File: config.mk
export PLATFORM = sky130hd
export DESIGN_NAME = fifo_uart_tx_flat
export DESIGN_NICKNAME = d
export VERILOG_FILES = /design/src/rtl/fifo_uart_tx_if.sv /design/src/rtl/fifo_uart_tx.sv /design/src/flat_wrapper.sv
export SDC_FILE = /design/constraint.sdc
export NUM_CORES = 1
export LEC_CHECK = 0
export BUFFER_PORTS_ARGS = -buffer_cell sky130_fd_sc_hd__buf_2
export CORE_ASPECT_RATIO = 1.1
export CORE_MARGIN = 8
export CORE_UTILIZATION = 60
export CTS_BUF_LIST = sky130_fd_sc_hd__clkbuf_2 sky130_fd_sc_hd__clkbuf_4 sky130_fd_sc_hd__clkbuf_8
export CTS_CLUSTER_SIZE = 20
export DETAILED_ROUTE_END_ITERATION = 10
export PLACE_DENSITY = 0.83
export SLEW_MARGIN = 15
export SYNTH_ARGS = -nofsm -noshare
export SYNTH_HDL_FRONTEND = slang
export SYNTH_SLANG_ARGS = --single-unit
File: constraint.sdc
create_clock -name rd_clk -period 4.57 [get_ports rd_clk]
set_input_delay 0.457 -clock rd_clk [delete_from_list [all_inputs] [get_ports rd_clk]]
set_output_delay 0.457 -clock rd_clk [all_outputs]
set_load 0.005 [all_outputs]
File: src/rtl/fifo_uart_tx_if.sv
// rtl/fifo_uart_tx_if.sv - FIFO read-port bundle between the byte FIFO and its UART consumer
interface fifo_uart_tx_if;
  logic       fifo_empty;
  logic [7:0] fifo_data;
  logic       fifo_rd;

  // master: the consumer that pops bytes; slave: the FIFO read side
  modport master (
    output fifo_rd,
    input  fifo_empty,
    input  fifo_data
  );

  modport slave (
    input  fifo_rd,
    output fifo_empty,
    output fifo_data
  );
endinterface

File: src/rtl/fifo_uart_tx.sv
// rtl/fifo_uart_tx.sv - pops bytes from the read side of a FIFO and serializes them as UART frames
module fifo_uart_tx #(
  parameter int CLKS_PER_BIT = 16,
  parameter int PARITY_EN    = 0
) (
  input  logic           rd_clk,
  input  logic           reset_n,
  input  logic           enable,
  fifo_uart_tx_if.master fifo,
  output logic           tx,
  output logic           busy,
  output logic           frame_done
);

  localparam int            TW   = $clog2(CLKS_PER_BIT);
  localparam logic [TW-1:0] TMAX = TW'(CLKS_PER_BIT - 1);

  typedef enum logic [2:0] {
    IDLE   = 3'd0,
    POP    = 3'd1,
    LOAD   = 3'd2,
    START  = 3'd3,
    DATA   = 3'd4,
    PARITY = 3'd5,
    STOP   = 3'd6
  } state_e;

  state_e        state_q, state_d;
  logic [TW-1:0] timer_q, timer_d;
  logic [2:0]    index_q, index_d;
  logic [7:0]    shift_q, shift_d;
  logic          parity_q, parity_d;
  logic          tx_q, tx_d;
  logic          fifo_rd_q, fifo_rd_d;
  logic          busy_q, busy_d;
  logic          frame_done_q, frame_done_d;
  logic          timer_done;

  assign timer_done   = (timer_q == TMAX);
  assign tx           = tx_q;
  assign busy         = busy_q;
  assign frame_done   = frame_done_q;
  assign fifo.fifo_rd = fifo_rd_q;

  always_ff @(posedge rd_clk) begin
    if (!reset_n) begin
      state_q      <= IDLE;
      timer_q      <= '0;
      index_q      <= 3'd0;
      shift_q      <= 8'h00;
      parity_q     <= 1'b0;
      tx_q         <= 1'b1;
      fifo_rd_q    <= 1'b0;
      busy_q       <= 1'b0;
      frame_done_q <= 1'b0;
    end else begin
      state_q      <= state_d;
      timer_q      <= timer_d;
      index_q      <= index_d;
      shift_q      <= shift_d;
      parity_q     <= parity_d;
      tx_q         <= tx_d;
      fifo_rd_q    <= fifo_rd_d;
      busy_q       <= busy_d;
      frame_done_q <= frame_done_d;
    end
  end

  always_comb begin
    state_d  = state_q;
    timer_d  = '0;
    index_d  = index_q;
    shift_d  = shift_q;
    parity_d = parity_q;

    unique case (state_q)
      IDLE: begin
        if (enable && !fifo.fifo_empty) state_d = POP;
      end
      POP: begin
        state_d = LOAD;
      end
      LOAD: begin
        shift_d  = fifo.fifo_data;
        parity_d = ^fifo.fifo_data;
        index_d  = 3'd0;
        state_d  = START;
      end
      START: begin
        if (timer_done) state_d = DATA;
        else            timer_d = timer_q + TW'(1);
      end
      DATA: begin
        if (timer_done) begin
          shift_d = {1'b0, shift_q[7:1]};
          if (index_q == 3'd7) begin
            index_d = 3'd0;
            state_d = (PARITY_EN != 0) ? PARITY : STOP;
          end else begin
            index_d = index_q + 3'd1;
          end
        end else begin
          timer_d = timer_q + TW'(1);
        end
      end
      PARITY: begin
        if (timer_done) state_d = STOP;
        else            timer_d = timer_q + TW'(1);
      end
      STOP: begin
        if (timer_done) state_d = IDLE;
        else            timer_d = timer_q + TW'(1);
      end
      default: state_d = IDLE;
    endcase

    // Outputs are registered from the next state so they line up with state_q.
    tx_d = 1'b1;
    case (state_d)
      START:   tx_d = 1'b0;
      DATA:    tx_d = shift_d[0];
      PARITY:  tx_d = parity_d;
      default: tx_d = 1'b1;
    endcase

    fifo_rd_d    = (state_d == POP);
    busy_d       = (state_d != IDLE);
    frame_done_d = (state_d == STOP) && (timer_d == TMAX);
  end

endmodule

File: src/flat_wrapper.sv
// flat-port wrapper written by rule: the top's interface ports become plain ports
module fifo_uart_tx_flat 
#(
  parameter int CLKS_PER_BIT = 16,
  parameter int PARITY_EN    = 0
)
  (rd_clk, reset_n, enable, tx, busy, frame_done, fifo_fifo_rd, fifo_fifo_empty, fifo_fifo_data);
  fifo_uart_tx_if fifo_i ();
  input  logic rd_clk;
  input  logic reset_n;
  input  logic enable;
  output logic tx;
  output logic busy;
  output logic frame_done;
  output wire logic [$bits(fifo_i.fifo_rd)-1:0] fifo_fifo_rd;
  input wire logic [$bits(fifo_i.fifo_empty)-1:0] fifo_fifo_empty;
  input wire logic [$bits(fifo_i.fifo_data)-1:0] fifo_fifo_data;
  assign fifo_fifo_rd = fifo_i.fifo_rd;
  assign fifo_i.fifo_empty = fifo_fifo_empty;
  assign fifo_i.fifo_data = fifo_fifo_data;
  fifo_uart_tx #(.CLKS_PER_BIT(CLKS_PER_BIT), .PARITY_EN(PARITY_EN)) u_core (.rd_clk(rd_clk), .reset_n(reset_n), .enable(enable), .fifo(fifo_i), .tx(tx), .busy(busy), .frame_done(frame_done));
endmodule
==> flow_metrics.tcl <==
set metrics [dict create \
    clk_latency_ns 0.29 \
    dp_cells 165 \
    drt_pass1_iterations 4 \
    synth-xor-area-share_pct 6.67 \
    die_h_um 62.5 \
    drt-initial-drc-count 12 \
    ys.flop_type "dfxtp_1" \
    antenna_found_initial 0 \
    core_sq_um 1940 \
    cts_inserted_buffers 3 \
    post_cts_buffers 0 \
    cts-root-buf "clkbuf_4" \
    cp.arrival_ns 2.28 \
    cts_tree "built" \
    place_congestion 0.798 \
    setup_tns_ns 0 \
    rr_endpoint "u_core.tx" \
    synth_top_area_share_pct 39.0 \
    diodes 0 \
    drive_above_1_share_pct 19.9 \
    dp_hpwl_um 1640 \
    cts.clk_slew.worst_paths_ns 0.12 \
    via_per_inst 5.49 \
    io_pins 16 \
    cts_hold_buf 0 \
    grt_pass1_vias 912 \
    pwr_density_cell_nw_per_um2 284 \
    hold_path.startpoint "fifo_fifo_data[7]" \
    ys_seq_area_share_pct 39.0 \
    yosys_warnings 0 \
    critPathMaxFanout 12 \
    initial_utilization_pct 61.0 \
    synth_top_family_by_area "simple AND/OR/NAND/NOR gates" \
    crit_required_ns 4.76 \
    synth.area.top_cells "dfxtp_1 39%, a21boi_0 6.4%, xnor2_1 5.9%, nand2_1 4.8%, a22oi_1 3.8%" \
    synth-simple-area-share_pct 25.2 \
    grt_max_degree 21 \
    status "complete, no violations" \
    synth_area_leader_cell "dfxtp_1" \
    vias 928 \
    leakage_nw 0.445 \
    async_flop_share_pct 0 \
    post-route-min-period_ns 2.09 \
    overflow 0 \
    setup.worst_path.start_class "flop" \
    synthCells 129 \
    max_cap_violations 0 \
    grt_first_pass_wirelength_um 3840 \
    track_usage_pct 12.6 \
    ir_drop_mv 0.237 \
    rows 17 \
    synth_common_cells "23 x dfxtp_1, 15 x nand2_1, 10 x a21boi_0" \
    routed_wl_um 2140 \
    r2r_start "u_core.state_q[1]" \
    hold_viol_final 0 \
    clock_skew_ns 0.00283 \
    ys_ff_latch 23 \
    die_width_um 58.3 \
    layout_setup_ws_ns 2.48 \
    pre_cts_ws_ns 2.49 \
    final_nets 157 \
    crit_type "flop to flop" \
    rr_worst_depth 5 \
    antenna_left 0 \
    slew_violations 0 \
    setup_viol 0 \
    worst_slew_margin_rel_pct 55.7 \
    wl_per_cell_um 12.7 \
    whs_path_depth 3 \
    syn_area_sq_um 1180 \
    synth-compound-area-share_pct 21.3 \
    ctsResizeCount 0 \
    max_stage_delay_ns 0.64 \
    total_power_uw 361 \
    cp-end-kind "flop" \
    hold_end "u_core.shift_q[7]" \
    slowest_stage "nor3b_2" \
    period_share_pct 45.7 \
    holdCritPathClass "input port to flop" \
    synth-adder-area-share_pct 3.18 \
    worst_pin_slew_ns 0.662 \
    dieArea_sq_um 3650 \
    r2r_slack_ns 2.48 \
    htreeDepth 1 \
    cts_buffer_depth 2 \
    cts_sinks 23 \
    drc_errors 0 \
    max_freq_mhz 479 \
    synth.most_common_cell "dfxtp_1" \
    rsz0062_at_grt "false" \
    synth_mux_area_share_pct 0 \
    postSynthNetCount 144 \
    synthToLayoutAreaGrowth_pct 7.52 \
    synth.avg_cell_area_sq_um 9.16 \
    synth.distinct_cells 43 \
    nFillCells 166 \
    io_buffer_count 15 \
    final_cells 169 \
    worstPathCellList "nor3b_2 -> a21oi_2 -> a221o_1 -> a21oi_1 -> o31ai_1" \
    synth_edf_count 0 \
]
-- worst max path at each step --
stage,slack [ns],startpoint,cells after the start,end
floorplan,2.96,u_core.timer_q[0],7,u_core.tx
global placement,2.62,u_core.state_q[1],5,u_core.tx
detailed placement,2.49,u_core.state_q[1],5,u_core.tx
CTS,2.47,u_core.state_q[1],5,u_core.tx
global route,2.32,u_core.state_q[1],5,u_core.tx
finish,2.48,u_core.state_q[1],5,u_core.tx
-- per-stage QoR --
step           util (%)  hold WS, ns  instance area, sq um
3_3_place_gp       64.1        0.455                  1240
3_5_place_dp       64.1        0.459                  1240
4_1_cts            65.6        0.411                  1270
6_report           65.6        0.418                  1270
5_1_grt            65.6        0.420                  1270
2_1_floorplan         -        0.443                  1180
-- placed cells by master (no fill, tap or decap), types with 2 or more instances in the layout --
cell,instances
nand2_1,15
a21oi_1,7
dfxtp_1,23
a22oi_1,6
nor2_1,4
nor3_1,2
buf_2,15
nor3b_1,2
xnor2_1,8
ha_1,3
clkbuf_4,4
nand2b_1,2
a21boi_0,10
o21ai_0,7
nand3_1,5
nor2b_1,4
-- registers in the layout, summed over array words and instances, names as in the netlist --
signal               flops
u_core.shift_q           8
u_core.timer_q           4
u_core.index_q           3
u_core.state_q           3
u_core.busy              1
u_core.fifo.fifo_rd      1
u_core.frame_done        1
u_core.parity_q          1
u_core.tx                1
-- metal layers --
layer	wire (um)	GRT usage [%]	vias to the layer above
met5	0	0	-
met4	27	4.60	0
met3	65	3.50	6
met2	1080	21.1	14
met1	969	14.4	423
li1	-	-	485
-- area by class of cell --
type	instances	area (sq um)	area share (%)
multi-input combinational	98	666	52.4
sequential	23	460	36.3
timing repair buffer	15	75.1	5.91
tap	28	35.0	2.76
clock buffer	4	30.0	2.36
inverter	1	3.75	0.296
-- worst max-delay path, delay by kind of cell (launching register included) --
| family | cells | cell delay, ns |
|---|---|---|
| AOI/OAI and AO/OA | 4 | 0.77 |
| DFF | 1 | 0.57 |
| and+or+nand+nor | 1 | 0.64 |
-- kinds of logic after synthesis --
kind of cell | count (synthesis)
xor gates and xnor gates | 9
and+or+nand+nor | 49
adders and majority gates | 3
AOI/OAI and AO/OA | 37
DFF | 23
buffers and inverters | 8
-- power breakdown --
group | switching [mW] | total (mW) | internal [mW] | leakage, nW
Combinational | 0.0241 | 0.0488 | 0.0247 | 0.239
Clock | 0.0565 | 0.0963 | 0.0398 | 0.0184
Sequential | 0.00767 | 0.216 | 0.208 | 0.187
Total | 0.0882 | 0.361 | 0.273 | 0.445
No activity file was read; power rests on OpenSTA's default activity.
